$ cat config.mk
export PLATFORM = sky130hd
export DESIGN_NAME = mac_seq_ctrl
export DESIGN_NICKNAME = d
export VERILOG_FILES = /design/src/rtl/mnist_pkg.sv /design/src/rtl/mac_seq_ctrl.sv
export SDC_FILE = /design/constraint.sdc
export NUM_CORES = 1
export LEC_CHECK = 0
export BUFFER_PORTS_ARGS = -buffer_cell sky130_fd_sc_hd__clkbuf_2
export CAP_MARGIN = 15
export CELL_PAD_IN_SITES_DETAIL_PLACEMENT = 1
export CELL_PAD_IN_SITES_GLOBAL_PLACEMENT = 1
export CORE_UTILIZATION = 41
export DETAILED_ROUTE_END_ITERATION = 10
export PLACE_DENSITY = 0.84
export SETUP_SLACK_MARGIN = 0.1
export SLEW_MARGIN = 20
export SYNTH_ARGS = -nofsm -noshare
export SYNTH_HDL_FRONTEND = slang
export SYNTH_SLANG_ARGS = --single-unit
$ cat constraint.sdc
create_clock -name clk -period 4.5 [get_ports clk]
set_clock_uncertainty 0.2 [all_clocks]
set_input_delay 0.9 -clock clk [delete_from_list [all_inputs] [get_ports clk]]
set_output_delay 0.9 -clock clk [all_outputs]
set_load 0.02 [all_outputs]
$ cat src/rtl/mnist_pkg.sv
// Shared definitions for the MNIST accelerator control blocks.
// Holds the MAC sequencer state encoding and the accumulator width.
package mnist_pkg;

    localparam int ACC_W = 32;

    typedef logic [2:0] state_t;

    localparam state_t IDLE = 3'd0;
    localparam state_t RD   = 3'd1;
    localparam state_t ADD  = 3'd2;
    localparam state_t MUL  = 3'd3;
    localparam state_t WAIT = 3'd4;
    localparam state_t FIN  = 3'd5;

endpackage

$ cat src/rtl/mac_seq_ctrl.sv
// Dot-product sequencer for one mac_unit: reads feature/weight taps, feeds the MAC
// addend-then-multiplicand, folds each MAC result back in and reports bias + sum.
module mac_seq_ctrl
    import mnist_pkg::*;
#(
    parameter int N       = 16,
    parameter int LEN_W   = 10,
    parameter int ADDR_W  = 10,
    parameter int TIMEOUT = 255
) (
    input  logic              clk,
    input  logic              rst_n,
    input  logic              start,
    input  logic [LEN_W-1:0]  len,
    input  logic [ACC_W-1:0]  bias,
    input  logic [ADDR_W-1:0] feat_base,
    input  logic [ADDR_W-1:0] wgt_base,
    output logic              busy,
    output logic              done,
    output logic              err,
    output logic [ACC_W-1:0]  result,
    output logic              feat_rd_en,
    output logic [ADDR_W-1:0] feat_addr,
    input  logic [N-1:0]      feat_rd_data,
    output logic              wgt_rd_en,
    output logic [ADDR_W-1:0] wgt_addr,
    input  logic [N-1:0]      wgt_rd_data,
    output logic              mac_addend_vld,
    output logic [ACC_W-1:0]  mac_addend_din,
    output logic              mac_multiplicand_vld,
    output logic [N-1:0]      mac_multiplicand_din,
    output logic [N-1:0]      mac_multiplier_din,
    input  logic [ACC_W-1:0]  mac_dout,
    input  logic              mac_dout_vld
);

    localparam int CNT_W = $clog2(TIMEOUT + 1);

    state_t             r_state, w_next_state;
    logic [LEN_W-1:0]   r_len, r_tap, w_rd_tap;
    logic [ACC_W-1:0]   r_acc, r_result, r_addend_din;
    logic [ADDR_W-1:0]  r_feat_base, r_wgt_base, r_feat_addr, r_wgt_addr;
    logic [ADDR_W-1:0]  w_feat_addr_nxt, w_wgt_addr_nxt;
    logic [CNT_W-1:0]   r_wait_cnt;
    logic [N-1:0]       r_mcand_din, r_mplier_din;
    logic               r_busy, r_done, r_err;
    logic               r_feat_rd_en, r_wgt_rd_en, r_addend_vld, r_mcand_vld;
    logic               w_accept, w_tap_last, w_timeout;
    logic               w_rd_nxt, w_add_nxt, w_mul_nxt;

    // r_busy stays high through the done cycle, so a start there is refused
    // even though the state register is already back in IDLE.
    assign w_accept   = (r_state == IDLE) && start && !r_busy;
    assign w_tap_last = (r_tap == r_len - LEN_W'(1));
    assign w_timeout  = (r_wait_cnt == CNT_W'(TIMEOUT - 1));

    always_ff @(posedge clk or negedge rst_n) begin
        if (!rst_n) r_state <= IDLE;
        else        r_state <= w_next_state;
    end

    // NOTE: default assignment first keeps this combinational block latch-free.
    always_comb begin
        w_next_state = r_state;
        case (r_state)
            IDLE: if (w_accept) w_next_state = (len == '0) ? FIN : RD;
            RD:   w_next_state = ADD;
            ADD:  w_next_state = MUL;
            MUL:  w_next_state = WAIT;
            WAIT: begin
                if (mac_dout_vld)   w_next_state = w_tap_last ? FIN : RD;
                else if (w_timeout) w_next_state = FIN;
            end
            FIN:  w_next_state = IDLE;
            default: w_next_state = IDLE;
        endcase
    end

    // Strobes are registered from the state being entered so they align with it.
    always_comb begin
        w_rd_nxt        = (w_next_state == RD);
        w_add_nxt       = (w_next_state == ADD);
        w_mul_nxt       = (w_next_state == MUL);
        w_rd_tap        = (r_state == IDLE) ? '0 : r_tap + LEN_W'(1);
        w_feat_addr_nxt = ((r_state == IDLE) ? feat_base : r_feat_base) + ADDR_W'(w_rd_tap);
        w_wgt_addr_nxt  = ((r_state == IDLE) ? wgt_base  : r_wgt_base)  + ADDR_W'(w_rd_tap);
    end

    // NOTE: every register here is updated with <= so all see pre-edge values.
    always_ff @(posedge clk or negedge rst_n) begin
        if (!rst_n) begin
            r_len <= '0;  r_tap <= '0;  r_acc <= '0;  r_result <= '0;
            r_feat_base <= '0;  r_wgt_base <= '0;  r_feat_addr <= '0;  r_wgt_addr <= '0;
            r_wait_cnt <= '0;  r_addend_din <= '0;  r_mcand_din <= '0;  r_mplier_din <= '0;
            r_busy <= 1'b0;  r_done <= 1'b0;  r_err <= 1'b0;
            r_feat_rd_en <= 1'b0;  r_wgt_rd_en <= 1'b0;
            r_addend_vld <= 1'b0;  r_mcand_vld <= 1'b0;
        end else begin
            if (r_done) r_busy <= 1'b0;
            if (w_accept) begin
                r_len       <= len;
                r_acc       <= bias;
                r_tap       <= '0;
                r_feat_base <= feat_base;
                r_wgt_base  <= wgt_base;
                r_busy      <= 1'b1;
                r_err       <= 1'b0;
            end
            if (r_state == WAIT) begin
                r_wait_cnt <= r_wait_cnt + CNT_W'(1);
                if (mac_dout_vld) begin
                    r_acc <= mac_dout;
                    if (!w_tap_last) r_tap <= r_tap + LEN_W'(1);
                end else if (w_timeout) begin
                    r_err <= 1'b1;
                end
            end else if (r_state == MUL) begin
                r_wait_cnt <= '0;
            end

            r_feat_rd_en <= w_rd_nxt;
            r_wgt_rd_en  <= w_rd_nxt;
            if (w_rd_nxt) begin
                r_feat_addr <= w_feat_addr_nxt;
                r_wgt_addr  <= w_wgt_addr_nxt;
            end
            r_addend_vld <= w_add_nxt;
            if (w_add_nxt) r_addend_din <= r_acc;
            r_mcand_vld <= w_mul_nxt;
            if (w_mul_nxt) begin
                r_mcand_din  <= feat_rd_data;
                r_mplier_din <= wgt_rd_data;
            end

            r_done <= (r_state == FIN);
            if (r_state == FIN) r_result <= r_acc;
        end
    end

    assign busy                 = r_busy;
    assign done                 = r_done;
    assign err                  = r_err;
    assign result               = r_result;
    assign feat_rd_en           = r_feat_rd_en;
    assign feat_addr            = r_feat_addr;
    assign wgt_rd_en            = r_wgt_rd_en;
    assign wgt_addr             = r_wgt_addr;
    assign mac_addend_vld       = r_addend_vld;
    assign mac_addend_din       = r_addend_din;
    assign mac_multiplicand_vld = r_mcand_vld;
    assign mac_multiplicand_din = r_mcand_din;
    assign mac_multiplier_din   = r_mplier_din;

endmodule

**Yosys cells after proc, flatten, opt, wreduce, memory -nomap -nowiden**

Cells that the tools add are included.
Widths: inputs -> output; s select.

- Bits in registers: 205
- Input bits: 130
- Output and inout port bits: 123
- Logic and storage cells: 65

- Add/sub/neg operators: 5
- Equal/unequal tests: 10
- Mux-type cells: 24
- Reductions and logical operators: 7

Operators with widths:

| cell | count |
|---|---|
| $mux 32 | 3 |
| $mux 10 | 7 |
| $add 10x10->10 | 2 |
| $mux 8 | 2 |
| $mux 3 | 5 |
| $pmux 3 s5 | 1 |
| $eq 3x2->1 const B | 4 |
| $add 10x1->10 const B | 1 |
| $eq 10x10->1 | 1 |
| $logic_not 10->1 | 1 |
| $sub 10x1->10 const B | 1 |
| $add 8x1->8 const B | 1 |
| $eq 8x8->1 const B | 1 |
| $eq 3x1->1 const B | 2 |
| $eq 3x3->1 const B | 2 |
| $mux 1 | 6 |
| $reduce_bool 2->1 | 2 |
| $logic_not 3->1 | 1 |
| $logic_and 1x1->1 | 2 |
| $logic_not 1->1 | 1 |

**Longest topological paths before layout**

- Depth after elaboration: 7
- Mapped depth: 13
- Gate-level depth less buffers: 11

**Worst setup path before layout**

OpenSTA, ideal clock, no wires.

- Path type: reg2reg
- Start: reg r_state[2]
- End: reg r_feat_addr[8] (netlist: feat_addr[8])
- Library setup time: 0.125 ns
- Arrival: 3.666 ns
- Data required time: 4.175 ns
- Setup slack: 0.509 ns
- Cell stages (with the launch flop): 14
- Path buffers: 3
- Period minus slack after synthesis: 3.991 ns
- Cells stage by stage: dfrtp_1 buf_4 nor3_1 clkbuf_1 buf_1 mux2_2 ha_1 fa_1 a21o_1 a21oi_1 o21ai_0 o41ai_1 xnor2_1 mux2_4

- Word-level cells in the longest chain between the ends: 6
- Elaborated cells between the ends (all ways): 15
- Classes of those cells: add/sub (1); eq/ne (5); mux (6); reduce/logical (3)

Ends and longest elaborated chain:

| item | line | RTL |
|---|---|---|
| start, declared | mac_seq_ctrl.sv:39 | `state_t r_state, w_next_state;` |
| start signal, assigned | mac_seq_ctrl.sv:59 | `else r_state <= w_next_state;` |
| branches (longest 6 deep; another with $add 10x10->10) | -- |  |
| end signal, assigned | mac_seq_ctrl.sv:124 | `r_feat_addr <= w_feat_addr_nxt;` |
| end, declared | mac_seq_ctrl.sv:42 | `logic [ADDR_W-1:0] r_feat_base, r_wgt_base, r_feat_addr, r_wgt_addr;` |

Several ways; the timed one is not identified.
A chain may end at the register's enable or synchronous reset.

**Worst setup path after layout**

- Start: reg r_state[1]
- End: reg r_wgt_addr[9] (netlist: wgt_addr[9])

- Word-level cells in the longest chain between the ends: 6
- Elaborated cells between the ends (all ways): 15
- Classes of those cells: add/sub (1); eq/ne (5); mux (6); reduce/logical (3)

Ends and longest elaborated chain:

| item | line | RTL |
|---|---|---|
| branches (longest 6 deep; another with $add 10x10->10) | -- |  |
| end signal, assigned | mac_seq_ctrl.sv:125 | `r_wgt_addr <= w_wgt_addr_nxt;` |
| end, declared | mac_seq_ctrl.sv:42 |  |

Several ways; the timed one is not identified.

==> summary.md <==
| Metric | Value |
|---|---|
| Status | `completed` |
| Area leader, netlist | `dfrtp_1` |
| Mapped Area | `0.009618 mm²` |
| Initial antenna violation count | `1` |
| Leak | `6.021 nW` |
| DR WL/cell | `19.45 µm` |
| R2r endpoint | `wgt_addr[9]$_DFFE_PN0N_` |
| WL final | `28920 µm` |
| Reg2reg setup slack | `0.85 ns` |
| Sequential fraction of the synthesis area | `53.34%` |
| Total power | `0.009443 W` |
| Clk buf depth | `3` |
| DRC violations left | `0` |
| Buffers added on ports | `252` |
| Met2 wire length | `14940 µm` |
| M1 wire length | `11180 µm` |
| Die Wd | `155.2 µm` |
| Total gr overflow | `0` |
| Unrepaired setup endpoints after global routing | `no` |
| Reg2reg start | `r_state[1]$_DFF_PN0_` |
| Vias in the first global route | `8788` |
| Mapped Cells | `903` |
| Drt via density | `5.260` |
| Num rows | `55` |
| Peak supply drop | `471.8 µV` |
| DP Area | `0.01124 mm²` |
| Post-layout nets | `1308` |
| Crit path from | `r_state[1]$_DFF_PN0_` |
| Worst Path Arrival | `3.87 ns` |
| Dominant cells by area after synthesis | `dfrtp_1, mux2_2, nand2_1, mux2i_1, mux2_4` |
| Endpoint type of the worst setup path | `flip-flop` |
| TNS Setup | `0 ns` |
| First-pass GRT wire length | `46710 µm` |
| I/O pins | `253` |
| Worst-path clk slew | `0.06 ns` |
| Worst EP required | `4.72 ns` |
| Layout area overhead | `26.36%` |
| Worst Path Max Fanout | `20` |
| Post CTS Setup Buffer Count | `0` |
| Routed Antenna Nets | `0` |
| Overall Global Routing Usage | `24.71%` |
| Ys async rst share | `100.0%` |
| Worst-margin pin slew | `0.7548 ns` |
| Post-synth top cells | `nand2_1, dfrtp_1, mux2_2, o21ai_0, a21oi_1` |
| First-pass DRT Iterations | `4` |
| Ys flop type | `dfrtp_1` |
| Worst Hold Slack | `0.2297 ns` |
| CP max stage delay | `0.46 ns` |
| Share of cells above drive strength 1 | `36.49%` |
| Startpoint class of the critical path | `flip-flop` |
| Vias | `7821` |
| Die area | `0.02407 mm²` |
| Final hold violation count | `0` |
| Initial Utilization | `42.10%` |
| Largest net degree at the start of global routing | `88` |
| Max Used Layer | `met4` |
| Slew Viols, Final | `0` |
| Yosys warning total | `0` |
| DIE HEIGHT | `155.2 µm` |
| Clk Latency, worst-skew pair | `0.54 ns` |
| Final period util | `81.09%` |
| CTS tree | `done` |
| Post-synth top area share | `53.34%` |
| Kind of critical path | `flip-flop to flip-flop` |
| Met3 wire length | `1676 µm` |
| Core Footprint | `0.02285 mm²` |
| CP Cell Sequence | `nor3_2 > buf_4 > buf_4 > mux2_2 > ha_1 > nand2_1 > o21ai_0 > nor3_1 > o21a_1 > o31ai_1 > xor2_1 > mux2_2` |
| MaxCap Viol Count | `0` |
| Cts hold-fix bufs | `0` |
| Hold WC Path Type | `input port to asynchronous set/reset pin` |
| Initial DRC Count | `253` |
| Syn Nets | `1057` |
| Count leader, synth | `nand2_1` |
| CTS H-Tree Depth | `1` |
| Synth unique cells | `55` |
| Pwr/cell area | `777.0 mW/mm²` |
| Estimated wirelength of the detail-placed design | `20080 µm` |
| R2r worst-path depth | `12` |
| CTS buffer count | `25` |
| Peak Freq | `274.0 MHz` |
| Number of flops mapped to enable cells by yosys | `0` |
| Root buffer cell | `clkbuf_16` |
| Final setup violation count | `0` |
| Resize count post-CTS | `0` |
| # clock sinks | `205` |
| Routability cong. | `0.8148` |
| Register bit total from synthesis | `205` |
| Slowest stage cell, crit path | `dfrtp_1` |
| Slew HR | `49.34%` |
| Syn_area_per_cell | `10.65 µm²` |
| Fin area | `0.01215 mm²` |
| Min Tclk post-route | `3.649 ns` |
cell usage in the layout (no fill, tap or decap), types with 5 or more instances in the layout:
cell type	n
a21o_1	9
a21oi_1	35
a311oi_1	5
and3_1	5
buf_4	14
clkbuf_16	25
clkbuf_2	251
clkbuf_8	7
dfrtp_1	205
ha_1	22
inv_1	13
mux2_2	83
mux2_4	19
mux2i_1	32
nand2_1	239
nand2b_1	7
nand3_1	12
nor2_1	29
nor3_1	7
o21ai_0	55
xnor2_1	13
xor2_1	11
how the worst max path moves through the flow:
stage	endpoint	slack (ns)	cells past startpoint
floorplan	feat_addr[8]$_DFFE_PN0N_	0.51	13
global placement	wgt_addr[8]$_DFFE_PN0N_	1.07	12
detailed placement	wgt_addr[8]$_DFFE_PN0N_	0.97	12
CTS	wgt_addr[9]$_DFFE_PN0N_	0.84	12
global route	wgt_addr[9]$_DFFE_PN0N_	0.66	12
finish	wgt_addr[9]$_DFFE_PN0N_	0.85	12
per-stage QoR:
stage	util, %	instances	setup WS, ns
3_5_place_dp	49.21	1440	0.9725
3_3_place_gp	49.21	1440	1.068
6_report	53.19	1487	0.8509
4_1_cts	53.18	1486	0.8413
2_1_floorplan	-	903	0.5088
5_1_grt	53.19	1487	0.6578
worst max-delay path, delay by kind of cell (launching register included):
kind	cells	cell delay [ns]
AOI/OAI and AO/OA	3	0.83
xor gates and xnor gates	1	0.11
DFF	1	0.46
and+or+nand+nor	3	0.39
muxes	2	0.63
buffers and inverters	2	0.57
adders and majority gates	1	0.33
cell families after synthesis:
family,share of synthesized area (%)
AOI/OAI and AO/OA,8.196
adders and majority gates,3.278
and+or+nand+nor,14.52
DFF,53.34
xor gates and xnor gates,2.185
buffers and inverters,2.472
muxes,16.01
area by class of cell:
class	count	area [µm²]
Fill cell	2617	10690
Sequential cell	205	5130
Multi-Input combinational cell	642	4278
Timing Repair Buffer	267	1395
Clock buffer	34	719.4
Tap cell	313	391.6
Clock inverter	12	187.7
Inverter	13	48.80
Antenna cell	1	2.502
power breakdown:
group | total [W] | switching (W) | internal (W)
Sequential | 0.00327 | 0.000592 | 0.00268
Combinational | 0.00397 | 0.00233 | 0.00164
Clock | 0.00220 | 0.000845 | 0.00136
sequential cells by signal, summed over array words and instances (netlist names):
| register | cells |
|---|---|
| wgt_addr | 10 |
| result | 32 |
| mac_addend_din | 32 |
| r_wait_cnt | 8 |
| feat_addr | 10 |
| r_acc | 32 |
| wgt_rd_en | 1 |
| mac_multiplier_din | 16 |
| done | 1 |
| mac_multiplicand_vld | 1 |
| r_state | 3 |
| r_len | 10 |
| mac_addend_vld | 1 |
| r_feat_base | 10 |
| r_tap | 10 |
| r_wgt_base | 10 |
| err | 1 |
| busy | 1 |
| mac_multiplicand_din | 16 |
routing by layer:
layer	track usage, %	vias to the layer above
met4	9.995	0
met1	28.14	3954
met5	0	-
met3	5.905	71
li1	-	3579
met2	44.40	217
Note: power is estimated with default switching activity, not from simulation.
